## src/rtl/lsu_pkg.sv

```systemverilog
// lsu_pkg: shared types for the load/store unit.
// FSM states, byte-lane widths and the request address check.
package lsu_pkg;

  typedef enum logic [2:0] {
    IDLE,
    RD,
    CAP,
    WR,
    RESP
  } lsu_state_e;

  localparam int LANE_W = 2;
  localparam int BYTE_W = 8;

  // Out of range when the word index does not fit the memory;
  // misaligned when a word access has nonzero lane bits.
  function automatic logic lsu_addr_err(
    input logic [31:0] addr,
    input logic        is_byte,
    input logic [31:0] words
  );
    logic range_err;
    logic align_err;
    range_err = {2'b00, addr[31:2]} >= words;
    align_err = !is_byte && (addr[LANE_W-1:0] != '0);
    return range_err || align_err;
  endfunction

endpackage

```

## src/rtl/lsu_byte_lane.sv

```systemverilog
// lsu_byte_lane: zero-extending byte extract and byte merge.
// word_i/lane_i/byte_i in; ext_o (lane n, zero-extended),
// merged_o (word_i with lane n replaced). Built only with
// LSU_BYTE_ACCESS_EN.
`ifdef LSU_BYTE_ACCESS_EN
module lsu_byte_lane
  import lsu_pkg::*;
(
  input  logic [31:0]       word_i,
  input  logic [LANE_W-1:0] lane_i,
  input  logic [BYTE_W-1:0] byte_i,
  output logic [31:0]       ext_o,
  output logic [31:0]       merged_o
);

  logic [4:0] sh;

  assign sh = {lane_i, 3'b000};

  always_comb begin
    ext_o                  = '0;
    ext_o[BYTE_W-1:0]      = word_i[sh +: BYTE_W];
    merged_o               = word_i;
    merged_o[sh +: BYTE_W] = byte_i;
  end

endmodule
`endif

```

## src/rtl/load_store_unit.sv

```systemverilog
// load_store_unit: one-at-a-time load/store initiator for a
// word-addressed memory with registered read data.
// Ports: clk, reset (sync, active low); req_* request with
// valid/ready; resp_* one-cycle response; mem_* memory side.
// LSU_BYTE_ACCESS_EN enables LDRB/STRB (else byte = error).
module load_store_unit
  import lsu_pkg::*;
#(
  parameter int unsigned MEM_WORDS = 256,
  parameter int unsigned ADDR_BITS = 8
) (
  input  logic        clk,
  input  logic        reset,
  input  logic        req_valid,
  output logic        req_ready,
  input  logic        req_write,
  input  logic        req_byte,
  input  logic [31:0] req_addr,
  input  logic [31:0] req_wdata,
  output logic        resp_valid,
  output logic        resp_error,
  output logic [31:0] resp_rdata,
  output logic [31:0] mem_addr,
  output logic [31:0] mem_dataIn,
  input  logic [31:0] mem_dataOut,
  output logic        mem_enable,
  output logic        mem_readNotWrite
);

  lsu_state_e state_q, state_d;

  logic                 err_q, err_d;
  logic [ADDR_BITS-1:0] widx_q, widx_d;
  logic [31:0]          wdat_q, wdat_d;
  logic [31:0]          rdat_q, rdat_d;
  logic                 accept;
  logic                 req_err;

`ifdef LSU_BYTE_ACCESS_EN
  logic              wr_q, wr_d;
  logic              byte_q, byte_d;
  logic [LANE_W-1:0] lane_q, lane_d;
  logic [31:0]       lane_ext;
  logic [31:0]       lane_mrg;

  // Merge uses the store byte kept in the low lane of wdat_q.
  lsu_byte_lane u_lane (
    .word_i   (mem_dataOut),
    .lane_i   (lane_q),
    .byte_i   (wdat_q[BYTE_W-1:0]),
    .ext_o    (lane_ext),
    .merged_o (lane_mrg)
  );

  assign req_err = lsu_addr_err(req_addr, req_byte,
                                32'(MEM_WORDS));
`else
  assign req_err = req_byte
                || lsu_addr_err(req_addr, 1'b0,
                                32'(MEM_WORDS));
`endif

  assign accept = req_valid && req_ready;

  always_comb begin
    state_d = state_q;
    err_d   = err_q;
    widx_d  = widx_q;
    wdat_d  = wdat_q;
    rdat_d  = rdat_q;
`ifdef LSU_BYTE_ACCESS_EN
    wr_d    = wr_q;
    byte_d  = byte_q;
    lane_d  = lane_q;
`endif
    unique case (state_q)
      IDLE: begin
        if (accept) begin
          err_d  = req_err;
          widx_d = req_addr[ADDR_BITS+1:2];
          wdat_d = req_write ? req_wdata : '0;
          rdat_d = '0;
`ifdef LSU_BYTE_ACCESS_EN
          wr_d   = req_write;
          byte_d = req_byte;
          lane_d = req_addr[LANE_W-1:0];
`endif
          if (req_err) begin
            state_d = RESP;
          end else if (req_write && !req_byte) begin
            state_d = WR;
          end else begin
            state_d = RD;
          end
        end
      end
      RD: state_d = CAP;
      CAP: begin
`ifdef LSU_BYTE_ACCESS_EN
        if (wr_q) begin
          wdat_d  = lane_mrg;
          state_d = WR;
        end else begin
          rdat_d  = byte_q ? lane_ext : mem_dataOut;
          state_d = RESP;
        end
`else
        rdat_d  = mem_dataOut;
        state_d = RESP;
`endif
      end
      WR:      state_d = RESP;
      RESP:    state_d = IDLE;
      default: state_d = IDLE;
    endcase
  end

  always_ff @(posedge clk) begin
    if (!reset) begin
      state_q <= IDLE;
      err_q   <= 1'b0;
      widx_q  <= '0;
      wdat_q  <= '0;
      rdat_q  <= '0;
`ifdef LSU_BYTE_ACCESS_EN
      wr_q    <= 1'b0;
      byte_q  <= 1'b0;
      lane_q  <= '0;
`endif
    end else begin
      state_q <= state_d;
      err_q   <= err_d;
      widx_q  <= widx_d;
      wdat_q  <= wdat_d;
      rdat_q  <= rdat_d;
`ifdef LSU_BYTE_ACCESS_EN
      wr_q    <= wr_d;
      byte_q  <= byte_d;
      lane_q  <= lane_d;
`endif
    end
  end

  assign req_ready  = (state_q == IDLE);
  assign resp_valid = (state_q == RESP);
  assign resp_error = resp_valid && err_q;
  assign resp_rdata = resp_valid ? rdat_q : '0;

  assign mem_addr   = (state_q == IDLE) ? '0
                    : 32'(widx_q);
  assign mem_dataIn = wdat_q;
  // Gate with reset so a reset landing in WR drops the write.
  assign mem_enable = (state_q == WR) && reset;
  assign mem_readNotWrite = (state_q != WR);

endmodule
```

## config.mk

```make
export PLATFORM = sky130hd
export DESIGN_NAME = load_store_unit
export DESIGN_NICKNAME = d
export VERILOG_FILES = /design/src/rtl/lsu_pkg.sv /design/src/rtl/lsu_byte_lane.sv /design/src/rtl/load_store_unit.sv
export SDC_FILE = /design/constraint.sdc
export NUM_CORES = 1
export LEC_CHECK = 0
export ABC_AREA = 1
export CORE_UTILIZATION = 37
export DETAILED_ROUTE_END_ITERATION = 6
export PLACE_DENSITY_LB_ADDON = 0.25
export RECOVER_POWER = 50
export SLEW_MARGIN = 25
export SYNTH_ARGS = -nofsm -noshare
export SYNTH_HDL_FRONTEND = slang
export SYNTH_SLANG_ARGS = --single-unit
export TNS_END_PERCENT = 30
```

## constraint.sdc

```tcl
create_clock -name clk -period 1.6 [get_ports clk]
set_input_delay 0.32 -clock clk [delete_from_list [all_inputs] [get_ports clk]]
set_output_delay 0.32 -clock clk [all_outputs]
set_load 0.02 [all_outputs]
```

==> impl_metrics.json, run 1 <==
{
  "status": "finished with violations",
  "failed_checks": "negative setup slack",
  "wl_per_cell_um": 12.4,
  "initial_core_util_pct": 38.2,
  "final_cell_mix": "clkdlybuf4s50_1, dfxtp_1, nand2_1",
  "synth_top_area_share_pct": 45.7,
  "synthesis.area_um2": 3330,
  "synth_compound_area_share_pct": 16.8,
  "worst-path-buf-inv": 4,
  "insertion_delay_ns": 0.34,
  "antennaDiodeCount": 0,
  "drive_gt1_share_pct": 21.9,
  "synthMuxAreaShare_pct": 0,
  "timing.rr.start": "state_q[1]$_SDFFE_PN0P_",
  "clkPwrFrac_pct": 37.9,
  "critPathMaxStageDelay_ns": 0.33,
  "track_usage_pct": 19.7,
  "cp-startpoint": "state_q[0]$_SDFFE_PN0P_",
  "arrival_ns": 1.40,
  "pre_cts_ws_ns": -0.306,
  "worstHoldEndpoint": "widx_q[0]$_SDFFE_PN0P_",
  "maxCapViolCount": 0,
  "min_path_type": "reg2reg",
  "slew_headroom_pct": 54.2,
  "pwr-share-seq_pct": 44.4,
  "hold_depth": 2,
  "rrSetupSlack_ns": 0.06,
  "required_ns": 1.28,
  "yosys_register_bits": 76,
  "netlist_instances": 438,
  "synth-adder-area-share_pct": 0,
  "synth-simple-area-share_pct": 22.2,
  "drc": 0,
  "synth-xor-area-share_pct": 0,
  "place.detailed.hpwl_um": 6620,
  "synth_top_family_by_area": "simple AND/OR/NAND/NOR gates",
  "finClkSkew_ns": 0.0108,
  "worstPathCellList": "nor2_4 > inv_2 > nor2_4 > inv_6 > buf_12 > nor2_4 > buf_6",
  "avgSynthCellArea_um2": 7.60,
  "grt_pass1_wl_um": 15200,
  "cts_htree_levels": 3,
  "first_global_vias": 3335,
  "die_width_um": 96.9,
  "nNetsFinal": 724,
  "slowest_stage": "dfxtp_2",
  "instances_no_fill": 734,
  "cts_root_buf": "clkbuf_8",
  "core_area_um2": 8720,
  "setup_viol": 38,
  "rsz0062_at_grt": "true",
  "cts_buffers": 9,
  "path_class": "reg2out",
  "synthDistinctLibCells": 22,
  "synth_area_leader_cell": "dfxtp_1",
  "cts_num_sinks": 76,
  "finalHoldViolCount": 0,
  "power.leakage_nw": 2.24,
  "hold_start": "widx_q[0]$_SDFFE_PN0P_",
  "reg2reg_to": "rdat_q[11]$_SDFFE_PN0P_",
  "cp-start-kind": "register",
  "end_kind": "output port",
  "p_sw_mw": 1.08,
  "vias": 3355,
  "ant_nets": 0,
  "worstMarginPinSlew_ns": 0.688,
  "yosys_warnings": 0,
  "seq_area_frac_synth_pct": 45.7,
  "placedCellCount": 718,
  "power.internal_mw": 3.35,
  "die_area_um2": 9380,
  "gp_congestion": 0.742,
  "pin_count": 202,
  "synth_area_leaders": "dfxtp_1, nor2_1, nand2_1, a21oi_1, buf_4",
  "combPwrFrac_pct": 17.8,
  "max_freq_ghz": 0.581,
  "rr_worst_depth": 10,
  "post_cts_buffers": 0,
  "portBuffers": 177,
  "cts_tree": "done",
  "drt_first_pass_iters": 5,
  "switching_share_pct": 24.3,
  "die-height_um": 96.9,
  "finalCritPeriodShare_pct": 108,
  "critPathMostFrequentCell": "nor2_4",
  "crit_path_max_fanout": 10,
  "cpLargestDelayFamily": "buffers and inverters",
  "holdWs_ns": 0.456,
  "rows": 34,
  "cts.clk_slew.worst_paths_ns": 0.07,
  "setup_ws_ns": -0.122,
  "drt-initial-drc-count": 47,
  "drv_slew": 0,
  "vdd_drop_max_uv": 429,
  "syn_to_final_growth_pct": 70.8,
  "clk_path_buf_depth": 2,
  "final_common_cell": "clkdlybuf4s50_1",
  "grt-ovfl-total": 0,
  "p_per_area_nw_per_um2": 779,
  "antenna_found_initial": 0,
  "grt_start_max_net_pins": 66,
  "fin_crit_ns": 1.72,
  "routed_wirelength_um": 9080,
  "via_per_inst": 4.57
}
## sequential cells by signal (all words and copies together), names as in the netlist
name / cells
rdat_q: 32
widx_q: 8
err_q: 1
mem_dataIn: 32
state_q: 3
## routing by layer
layer / GRT usage, % / routed length [µm] / vias up
met5: 0 / 0 / -
met4: 5.17 / 88 / 0
met3: 8.31 / 808 / 8
met2: 33.4 / 4400 / 128
met1: 22.7 / 3790 / 1527
li1: - / - / 1692
## how the worst max path moves through the flow
stage | slack (ns) | cells past startpoint | end
after global placement | -0.33 | 4 | mem_enable
after global routing | -0.23 | 7 | resp_rdata[5]
after CTS | -0.18 | 7 | resp_rdata[4]
after detailed placement | -0.31 | 4 | mem_enable
final | -0.12 | 7 | resp_rdata[5]
after floorplan | 0.06 | 6 | resp_rdata[10]
## metrics by stage
step | utilization, % | TNS, ns | power (mW) | instance area, µm²
after global placement | 62.9 | -12.53 | 2.81 | 5490
after detailed placement | 62.9 | -15.36 | 2.82 | 5490
after floorplan | - | 0 | 2.43 | 3660
after CTS | 66.0 | -5.75 | 4.50 | 5750
after global routing | 65.2 | -9.13 | 4.61 | 5690
final | 65.2 | -3.54 | 4.43 | 5690
## cell usage after synthesis
cell / number
buf_1: 3
nand2_4: 1
nor2b_1: 1
a21oi_1: 43
nand4_1: 2
nor2_8: 1
buf_6: 3
a22oi_1: 20
nand3_1: 3
conb_1: 1
nand2_1: 73
buf_2: 10
nor2_1: 92
inv_2: 3
o21ai_0: 9
clkbuf_1: 8
buf_4: 25
nor3_4: 2
dfxtp_1: 76
inv_1: 48
nor2_4: 2
a22oi_2: 12
## cell families (layout without fill, tap and decap cells)
logic type,count (synthesis),after routing
and+or+nand+nor,177,177
buffers and inverters,100,265
AOI/OAI and AO/OA,84,84
DFF,76,76
other,1,24
## tightest hold or removal path, stage by stage, from the launching register on
cell,delay [ns]
dfxtp_1,0.30
inv_1,0.06
a21oi_1,0.06
## power groups by stage
stage          registers (mW)  logic [mW]  clock network [mW]
6_report                 1.97       0.787                1.68
5_1_grt                  1.97       0.848                1.79
4_1_cts                  1.97       0.818                1.72
3_5_place_dp             2.01       0.811                   0
3_3_place_gp             2.01       0.799                   0
2_1_floorplan            2.05       0.384                   0
## cell type report
class | instances | area [µm²]
fillers | 756 | 3030
repair buffers | 200 | 2010
multi-input cells | 285 | 1600
flip-flops and latches | 76 | 1520
inverters | 51 | 199
well taps | 108 | 135
clock buffers | 9 | 124
clock inverters | 5 | 103
## what timing repair did
action | CTS | global route
gates cloned | 2 | 0
resized for setup | 289 | 7
pin swaps | 1 | 1
hold buffers | 0 | 0
setup endpoints to repair | 77 | 80
Power figures use the tool's default switching activity.
==> inputs of run 2 (changes only) <==
--- a/config.mk
+++ b/config.mk
@@ -6,6 +6,7 @@
 export NUM_CORES = 1
 export LEC_CHECK = 0
 export ABC_AREA = 1
+export CORE_ASPECT_RATIO = 1.5
 export CORE_UTILIZATION = 37
 export DETAILED_ROUTE_END_ITERATION = 6
 export PLACE_DENSITY_LB_ADDON = 0.25
==> impl_metrics.json, run 2 (same netlist as run 1, synthesis figures left out) <==
{
  "p_per_area_nw_per_um2": 805,
  "grt_start_max_net_pins": 66,
  "rsz0062_at_grt": "true",
  "slew_headroom_pct": 55.3,
  "cts_tree": "done",
  "cts_root_buf": "clkbuf_16",
  "gp_congestion": 0.733,
  "insertion_delay_ns": 0.33,
  "power.leakage_nw": 2.21,
  "cts_num_sinks": 76,
  "track_usage_pct": 20.3,
  "antennaDiodeCount": 0,
  "cp-start-kind": "register",
  "antenna_found_initial": 0,
  "grt-ovfl-total": 0,
  "vdd_drop_max_uv": 722,
  "worstMarginPinSlew_ns": 0.671,
  "crit_path_max_fanout": 12,
  "arrival_ns": 1.41,
  "cts.clk_slew.worst_paths_ns": 0.05,
  "routed_wirelength_um": 9080,
  "max_freq_ghz": 0.577,
  "cts_htree_levels": 3,
  "nNetsFinal": 724,
  "grt_pass1_wl_um": 15000,
  "die-height_um": 118,
  "via_per_inst": 4.56,
  "wl_per_cell_um": 12.3,
  "drive_gt1_share_pct": 23.1,
  "cts_buffers": 9,
  "pin_count": 202,
  "place.detailed.hpwl_um": 6730,
  "rrSetupSlack_ns": 0.02,
  "post-route-util_pct": 64.9,
  "finalHoldViolCount": 0,
  "fin_crit_ns": 1.73,
  "setup_tns_ns": -3.67,
  "final_common_cell": "clkdlybuf4s50_1",
  "maxCapViolCount": 0,
  "min_path_type": "reg2reg",
  "required_ns": 1.28,
  "first_global_vias": 3310,
  "drc": 0,
  "drt_first_pass_iters": 4,
  "portBuffers": 177,
  "ctsHoldBuffers": 0,
  "setup_viol": 33,
  "path_class": "reg2out",
  "clk_path_buf_depth": 2,
  "end_kind": "output port",
  "setup_ws_ns": -0.133,
  "final_cell_mix": "clkdlybuf4s50_1, dfxtp_1, nand2_1",
  "drt-initial-drc-count": 85,
  "rows": 42,
  "die_width_um": 79.5,
  "total_power_mw": 4.58,
  "initial_core_util_pct": 37.9,
  "vias": 3360,
  "finalCritPeriodShare_pct": 108,
  "finClkSkew_ns": 0.00484,
  "syn_to_final_growth_pct": 71.0,
  "failed_checks": "negative setup slack",
  "ant_nets": 0,
  "die_area_um2": 9390,
  "status": "finished with violations",
  "core_area_um2": 8780,
  "drv_slew": 0
}
[run 2: timing repair]
action	in CTS	in global routing
endpoints found under the hold margin	0	0
cloned	1	0
buffers inserted	0	0
gates resized for setup	280	18
pin swaps	0	0
endpoints found under the setup margin	70	71
[run 2: worst max-delay path: stages (launching register included)]
cell	delay, ns
dfxtp_2	0.34
nor2_4	0.12
inv_2	0.05
nor2_4	0.10
inv_4	0.08
buf_12	0.17
nor2_2	0.09
buf_4	0.14
[run 2: final cells by class]
| cell class | count | area, µm² |
|---|---|---|
| tap | 110 | 138 |
| timing repair buffer | 200 | 1920 |
| clock inverter | 2 | 10.0 |
| inverter | 51 | 199 |
| sequential | 76 | 1520 |
| multi-input combinational | 285 | 1640 |
| fill | 756 | 3080 |
| clock buffer | 13 | 260 |
[run 2: through the flow]
stage	instance area, µm²	instances	worst slack [ns]	hold slack, ns
after CTS	5750	737	-0.147	0.455
after detailed placement	5490	721	-0.319	0.445
after global placement	5490	721	-0.320	0.438
after floorplan	3660	461	0.0626	0.430
after global routing	5690	737	-0.205	0.475
final	5690	737	-0.133	0.450
[run 2: path summary, 6_finish.rpt]
check                          start                endpoint  cells after the start
max          state_q[0]$_SDFFE_PN0P_           resp_rdata[0]                      7
min reg2reg   widx_q[7]$_SDFFE_PN0P_  widx_q[7]$_SDFFE_PN0P_                      2
max reg2reg  state_q[2]$_SDFFE_PN0P_  rdat_q[3]$_SDFFE_PN0P_                     10
min           widx_q[7]$_SDFFE_PN0P_  widx_q[7]$_SDFFE_PN0P_                      2
[run 2: power breakdown]
group	internal [mW]	switching (mW)	total (mW)
Sequential	1.95	0.0244	1.97
Combinational	0.388	0.400	0.788
Clock	1.12	0.703	1.82
Total	3.46	1.13	4.58
[run 2: routing by layer]
metal	GRT usage (%)	vias to the layer above	part of all wire [%]
met3	8.49	9	9.0
met5	0	-	0
met4	6.70	0	1.1
met1	20.8	1535	36
met2	36.1	120	54
li1	-	1696	-
